<file path="src/rtl/dct_pkg.sv">
// Shared sizes and the read-side FSM encoding for the DCT transpose buffer.
package dct_pkg;

    localparam int DCT_N      = 8;
    localparam int DCT_DATA_W = 32;
    localparam int DCT_ROW_W  = DCT_N * DCT_DATA_W;

    typedef enum logic [1:0] {
        RD_IDLE = 2'd0,
        RD_LOAD = 2'd1,
        RD_SHOW = 2'd2
    } rd_state_e;

endpackage

</file>
<file path="src/rtl/tbuf_bank.sv">
// One N x N bank: whole-row write port, column-gather read port.
module tbuf_bank
    import dct_pkg::*;
#(
    parameter int N      = DCT_N,
    parameter int DATA_W = DCT_DATA_W
) (
    input  logic                   i_clk,
    input  logic                   i_we,
    input  logic [$clog2(N)-1:0]   i_waddr,
    input  logic [N*DATA_W-1:0]    i_wdata,
    input  logic [$clog2(N)-1:0]   i_col,
    output logic [N*DATA_W-1:0]    o_col
);

    logic [N*DATA_W-1:0] r_mem [N];

    always_ff @(posedge i_clk) begin
        if (i_we) begin
            r_mem[i_waddr] <= i_wdata;
        end
    end

    // Lane i_col of row r lands in lane r of the gathered column.
    always_comb begin
        o_col = '0;
        for (int r = 0; r < N; r++) begin
            o_col[r*DATA_W +: DATA_W] = r_mem[r][int'(i_col)*DATA_W +: DATA_W];
        end
    end

endmodule

</file>
<file path="src/rtl/dct_transpose_buf.sv">
// Ping-pong 8x8 transpose buffer: rows in from the row-DCT pass, columns out to the column pass.
module dct_transpose_buf
    import dct_pkg::*;
#(
    parameter int DATA_W = DCT_DATA_W,
    parameter int N      = DCT_N
) (
    input  logic                clk,
    input  logic                rst,
    input  logic                in_valid,
    output logic                in_ready,
    input  logic [N*DATA_W-1:0] in_row,
    output logic                out_valid,
    input  logic                out_ready,
    output logic [N*DATA_W-1:0] out_col,
    output logic                blk_done,
    output logic                busy,
    output rd_state_e           o_dbg_rd_state
);

    localparam int            AW   = $clog2(N);
    localparam logic [AW-1:0] LAST = AW'(N - 1);

    logic                r_wr_bank;
    logic                r_rd_bank;
    logic [AW-1:0]       r_wr_row;
    logic [AW-1:0]       r_rd_col;
    logic [1:0]          r_full;
    rd_state_e           r_state;
    logic                r_out_valid;
    logic                r_blk_done;
    logic [N*DATA_W-1:0] r_out_col;

    rd_state_e           w_state_nxt;
    logic                w_wr_fire;
    logic                w_wr_last;
    logic                w_rd_fire;
    logic                w_rd_last;
    logic                w_other_full;
    logic                w_load;
    logic                w_clr_valid;
    logic                w_sel_bank;
    logic [AW-1:0]       w_sel_col;
    logic [N*DATA_W-1:0] w_col0;
    logic [N*DATA_W-1:0] w_col1;
    logic [N*DATA_W-1:0] w_gather;

    assign in_ready       = ~r_full[r_wr_bank];
    assign out_valid      = r_out_valid;
    assign out_col        = r_out_col;
    assign blk_done       = r_blk_done;
    assign busy           = (|r_full) | (r_wr_row != '0);
    assign o_dbg_rd_state = r_state;

    assign w_wr_fire    = in_valid & in_ready;
    assign w_wr_last    = w_wr_fire && (r_wr_row == LAST);
    assign w_rd_fire    = r_out_valid & out_ready & (r_state == RD_SHOW);
    assign w_rd_last    = w_rd_fire && (r_rd_col == LAST);
    assign w_other_full = r_full[~r_rd_bank];

    tbuf_bank #(.N(N), .DATA_W(DATA_W)) u_bank0 (
        .i_clk   (clk),
        .i_we    (w_wr_fire & ~r_wr_bank),
        .i_waddr (r_wr_row),
        .i_wdata (in_row),
        .i_col   (w_sel_col),
        .o_col   (w_col0)
    );

    tbuf_bank #(.N(N), .DATA_W(DATA_W)) u_bank1 (
        .i_clk   (clk),
        .i_we    (w_wr_fire & r_wr_bank),
        .i_waddr (r_wr_row),
        .i_wdata (in_row),
        .i_col   (w_sel_col),
        .o_col   (w_col1)
    );

    assign w_gather = w_sel_bank ? w_col1 : w_col0;

    always_ff @(posedge clk) begin
        if (rst) begin
            r_state <= RD_IDLE;
        end else begin
            r_state <= w_state_nxt;
        end
    end

    always_comb begin
        w_state_nxt = r_state;
        case (r_state)
            RD_IDLE: if (r_full[r_rd_bank]) w_state_nxt = RD_LOAD;
            RD_LOAD: w_state_nxt = RD_SHOW;
            RD_SHOW: if (w_rd_last && !w_other_full) w_state_nxt = RD_IDLE;
            default: w_state_nxt = RD_IDLE;
        endcase
    end

    // A ready second bank is fetched on the last-column handshake itself, so blocks drain without a bubble.
    always_comb begin
        w_load      = 1'b0;
        w_clr_valid = 1'b0;
        w_sel_bank  = r_rd_bank;
        w_sel_col   = r_rd_col;
        case (r_state)
            RD_LOAD: w_load = 1'b1;
            RD_SHOW: begin
                if (w_rd_last) begin
                    if (w_other_full) begin
                        w_load     = 1'b1;
                        w_sel_bank = ~r_rd_bank;
                        w_sel_col  = '0;
                    end else begin
                        w_clr_valid = 1'b1;
                    end
                end else if (w_rd_fire) begin
                    w_load    = 1'b1;
                    w_sel_col = r_rd_col + 1'b1;
                end
            end
            default: ;
        endcase
    end

    always_ff @(posedge clk) begin
        if (rst) begin
            r_wr_bank <= 1'b0;
            r_wr_row  <= '0;
        end else if (w_wr_fire) begin
            if (w_wr_last) begin
                r_wr_row  <= '0;
                r_wr_bank <= ~r_wr_bank;
            end else begin
                r_wr_row <= r_wr_row + 1'b1;
            end
        end
    end

    // The clear is written last so a free wins over a fill of the same bank.
    always_ff @(posedge clk) begin
        if (rst) begin
            r_full <= '0;
        end else begin
            if (w_wr_last) r_full[r_wr_bank] <= 1'b1;
            if (w_rd_last) r_full[r_rd_bank] <= 1'b0;
        end
    end

    always_ff @(posedge clk) begin
        if (rst) begin
            r_rd_bank   <= 1'b0;
            r_rd_col    <= '0;
            r_out_valid <= 1'b0;
            r_out_col   <= '0;
            r_blk_done  <= 1'b0;
        end else begin
            r_blk_done <= w_rd_last;
            if (w_rd_last) begin
                r_rd_col  <= '0;
                r_rd_bank <= ~r_rd_bank;
            end else if (w_rd_fire) begin
                r_rd_col <= r_rd_col + 1'b1;
            end
            if (w_load) begin
                r_out_col   <= w_gather;
                r_out_valid <= 1'b1;
            end else if (w_clr_valid) begin
                r_out_valid <= 1'b0;
            end
        end
    end

endmodule

</file>
<file path="config.mk">
export PLATFORM = sky130hd
export DESIGN_NAME = dct_transpose_buf
export DESIGN_NICKNAME = d
export VERILOG_FILES = /design/src/rtl/dct_pkg.sv /design/src/rtl/tbuf_bank.sv /design/src/rtl/dct_transpose_buf.sv
export SDC_FILE = /design/constraint.sdc
export NUM_CORES = 2
export LEC_CHECK = 0
export CAP_MARGIN = 5
export CELL_PAD_IN_SITES_DETAIL_PLACEMENT = 0
export CELL_PAD_IN_SITES_GLOBAL_PLACEMENT = 1
export CORE_MARGIN = 4
export CORE_UTILIZATION = 49
export CTS_CLUSTER_SIZE = 30
export DETAILED_ROUTE_END_ITERATION = 10
export MAX_ROUTING_LAYER = met4
export PLACE_DENSITY = 0.85
export SYNTH_ARGS = -nofsm -noshare
export SYNTH_HDL_FRONTEND = slang
export SYNTH_HIERARCHICAL = 1
export SYNTH_SLANG_ARGS = --single-unit
</file>
<file path="constraint.sdc">
create_clock -name clk -period 25.3 [get_ports clk]
set_input_delay 5.06 -clock clk [delete_from_list [all_inputs] [get_ports clk]]
set_output_delay 5.06 -clock clk [all_outputs]
set_load 0.1 [all_outputs]
</file>
==> impl_metrics.env <==
export IMPL_core_area_sq_um=343000
export IMPL_grt_antenna_before_repair=54
export IMPL_clock_sinks=4366
export IMPL_rrSetupSlack_ns=17.97
export IMPL_power_density_nw_per_um2=75.8
export IMPL_clock_insertion_delay_worst_skew_ns=1.00
export IMPL_synth_yosys_seq_area_share=0.762
export IMPL_clk_root_buffer_cell="clkbuf_16"
export IMPL_wl_mm=411
export IMPL_synth_area_sq_um=169000
export IMPL_crit_path_end_kind="flip-flop"
export IMPL_hold_class="flip-flop to flip-flop"
export IMPL_syn_avg_cell_area_sq_um=22.3
export IMPL_setup_viol=0
export IMPL_dr_pass1_iters=8
export IMPL_final_period_minus_worst_setup_slack_ns=11.11
export IMPL_ys_warnings_count=6
export IMPL_detail_route_iter0_violations=10700
export IMPL_filler_cell_count=24300
export IMPL_cts_tree="done"
export IMPL_ctsLongestPathBuffers=4
export IMPL_min_delay_start="r_rd_col[2]"
export IMPL_worst_slew_pin_slew_ns=1.37
export IMPL_detail_route_drc_violations=0
export IMPL_die_width_um=595
export IMPL_nets=8384
export IMPL_initial_core_util=0.492
export IMPL_die_area_sq_um=354000
export IMPL_path_cells="clkdlybuf4s50_1 > nand3_1 > nor2_1 > nand2_1 > o21ai_4 > buf_4 > buf_12 > buf_12 > buf_4 > buf_4 > mux4_2 > mux2_2 > o21ai_0 > a311oi_2"
export IMPL_min_period_over_period=0.439
export IMPL_hpwl_mm=217
export IMPL_critPathRequiredTime_ns=26.09
export IMPL_crit_type="input port to flip-flop"
export IMPL_r2r_end="out_col[185]"
export IMPL_crit_arrival_ns=11.90
export IMPL_cts_htree_levels=5
export IMPL_worst_path_most_repeated_cell="buf_4"
export IMPL_cts_setup_buffers=0
export IMPL_postSynthCellCount=7554
export IMPL_pwr_share_clk=0.432
export IMPL_final_util=0.560
export IMPL_ys_ff_latch=4366
export IMPL_r2r_start="o_dbg_rd_state[0]"
export IMPL_max_cap_viol_count=0
export IMPL_maximum_number_of_pins_on_one_net_before_global_route_repair=162
export IMPL_synth_async_sr_flop_share=0
export IMPL_report_final_slew_viol_count=0
export IMPL_routed_wire_length_per_instance_um=31.4
export IMPL_intPower_mw=11.6
export IMPL_worstSetupStartpointType="input port"
export IMPL_globalplace_congestion=0.761
export IMPL_final_layout_size_suffix_gt1_frac=0.304
export IMPL_crit_path_top_delay_cell="buf_4"
export IMPL_netlist_cell_type_count=42
export IMPL_grt_total_usage=0.236
export IMPL_p_sw_mw=2.89
export IMPL_ant_nets=0
export IMPL_slew_headroom=0.0883
export IMPL_globalRoute_totalOverflow=0
export IMPL_boundaryPins=522
export IMPL_std_cell_rows=215
export IMPL_final_setup_skew_ns=0.0623
export IMPL_netSwitchingFraction=0.199
export IMPL_num_cts_buffers=417
export IMPL_vias=82900
export IMPL_clkTransAtPathRegs_ns=0.07
export IMPL_worstHoldPathCells=2
export IMPL_comb_power_share=0.018
export IMPL_irDropWorstVdd_mv=0.0621
export IMPL_die_height_um=595
export IMPL_status="complete, no violations"
export IMPL_rsz0062_at_grt="false"
export IMPL_max_freq_ghz=0.0900
export IMPL_cts_resized=0
export IMPL_crit_path_max_incr_delay_ns=0.98
export IMPL_syn_num_nets=7823
export IMPL_vias_per_cell=6.34
export IMPL_finalHoldViolCount=0
export IMPL_leakage_nw=57.4
export IMPL_seqPwrFrac=0.549
export IMPL_post_cts_hold_buffer_count=0
export IMPL_cp_max_fo=161
export IMPL_timing_reg2reg_worst_path_depth=15
export IMPL_syn_to_final_growth_pct=13.8
export IMPL_hold_path_endpoint="r_rd_col[2]"
export IMPL_grt_pass1_vias=85500
export IMPL_io_buffers=521
export IMPL_synth_edf_count=4096
export IMPL_ys_flop_type="edfxtp_1"
export IMPL_grt_pass1_wl_mm=600
export IMPL_timing_setup_tns_ns=0
[logic make-up (layout without fill, tap and decap cells)]
| group | after synthesis | count (layout) | synth area share |
|---|---|---|---|
| compound gates | 537 | 537 | 0.0308 |
| fa+ha+maj | 9 | 9 | 0.000668 |
| flops | 4366 | 4366 | 0.762 |
| mux | 1538 | 1538 | 0.171 |
| buf+inv | 523 | 1450 | 0.0185 |
| simple gates | 579 | 579 | 0.0172 |
| other cells | 0 | 35 | 0 |
| xor+xnor | 2 | 2 | 0.000104 |
[worst max path at each step]
stage,startpoint,to,slack [ns]
floorplan,in_valid,u_bank0/r_mem[0][0],1.48
global placement,out_ready,out_col[25],13.25
detailed placement,out_ready,out_col[186],13.10
CTS,out_ready,out_col[185],14.11
global route,out_ready,out_col[185],13.48
finish,out_ready,out_col[87],14.19
[worst max-delay path, delay by kind of cell]
kind / cells / cell delay (ns)
simple gates: 3 / 0.62
compound gates: 3 / 0.43
buf+inv: 6 / 4.54
mux: 2 / 0.70
[cell type report]
cell class	count	area (sq um)	share of cell area
tap	4557	5700	0.0297
clock inverter	236	2590	0.0135
antenna	35	87.6	0.000457
multi-input combinational	2665	37300	0.194
sequential	4366	128000	0.670
inverter	8	30.0	0.000157
clock buffer	549	11300	0.0590
timing repair buffer	657	6410	0.0334
[cell usage after synthesis, types with 2 or more instances]
cell      number  area [sq um]
a211oi_1       2          15.0
nor3b_1        3          22.5
nand3_1      259          1300
o211ai_1       2          15.0
buf_1         54           203
o31ai_1        3          22.5
nor2_1        16          60.1
edfxtp_1    4096        123000
ha_1           9           113
and3_1         2          12.5
buf_6        135          1520
a21oi_1       11          55.1
a311oi_2     240          3600
mux2_2       512          5770
clkbuf_1     219           822
clkbuf_2       4          20.0
buf_4          2          15.0
o21ai_0      250          1250
a311oi_1      16           140
inv_1          8          30.0
buf_2        101           505
a31oi_1        2          12.5
and2_1         2          12.5
mux2i_1        2          20.0
nor3_1       261          1310
nand2_1       18          67.6
nand4b_1       2          17.5
nand4_1        2          12.5
dfxtp_1      270          5410
mux4_2      1024         23100
o21ai_1        8          40.0
nand2b_1       9          56.3
[routing by layer]
layer | vias to the layer above | global-route usage | share of wire
met5 | - | - | 0
met4 | 0 | 0.0771 | 0.032
met3 | 716 | 0.0423 | 0.095
met2 | 4842 | 0.376 | 0.50
met1 | 44100 | 0.312 | 0.37
li1 | 33200 | - | -
[power groups by stage]
stage	Clock, mW	Sequential (mW)	Combinational (mW)
3_5_place_dp	0	8.13	0.266
3_3_place_gp	0	8.13	0.261
5_1_grt	6.71	7.98	0.280
2_1_floorplan	0	8.16	0.0620
4_1_cts	6.36	7.98	0.268
6_report	6.28	7.98	0.265
[registers in the layout (all words and copies together), names as in the netlist]
signal	count
blk_done	1
o_dbg_rd_state	2
out_col	256
out_valid	1
r_full	2
r_rd_bank	1
r_rd_col	3
r_wr_bank	1
r_wr_row	3
u_bank0/r_mem	2048
u_bank1/r_mem	2048
[through the flow]
step	setup slack, ns	total power, mW	instances	hold slack (ns)	area (sq um)
global route	13.48	15.0	13100	0.530	192000
global placement	13.25	8.39	12300	0.464	178000
detailed placement	13.10	8.40	12300	0.496	178000
finish	14.19	14.5	13100	0.512	192000
CTS	14.11	14.6	13000	0.505	192000
floorplan	1.48	8.22	7554	0.453	169000
[cell usage in the layout, fill, tap and decap left out, types with 3 or more instances in the layout]
cell             netlist  layout
clkinv_16              0       7
clkinv_2               0      78
diode_2                0      35
nor2_4                 0      12
clkinv_4               0       3
buf_4                  2     138
inv_1                  8       8
buf_12                 0      18
clkinv_1               0      73
ha_1                   9       9
a21oi_1               11      11
mux4_2              1024    1024
nor3b_1                3       3
clkinv_8               0       9
clkbuf_16              0     421
bufinv_16              0      44
clkinvlp_4             0       9
o21ai_1                8       8
a311oi_2             240     240
edfxtp_1            4096    4096
clkbuf_1             219      99
inv_6                  0       9
clkbuf_8               0      29
o21ai_0              250     248
dfxtp_1              270     270
nand3_1              259     258
inv_16                 0       3
a311oi_1              16      16
nand2b_1               9       9
nor3_1               261     257
nor3_2                 0       4
clkdlybuf4s50_1        0     499
nand2_1               18      18
mux2_2               512     512
nor2_1                16       4
Note: power is estimated with default switching activity, not from simulation.
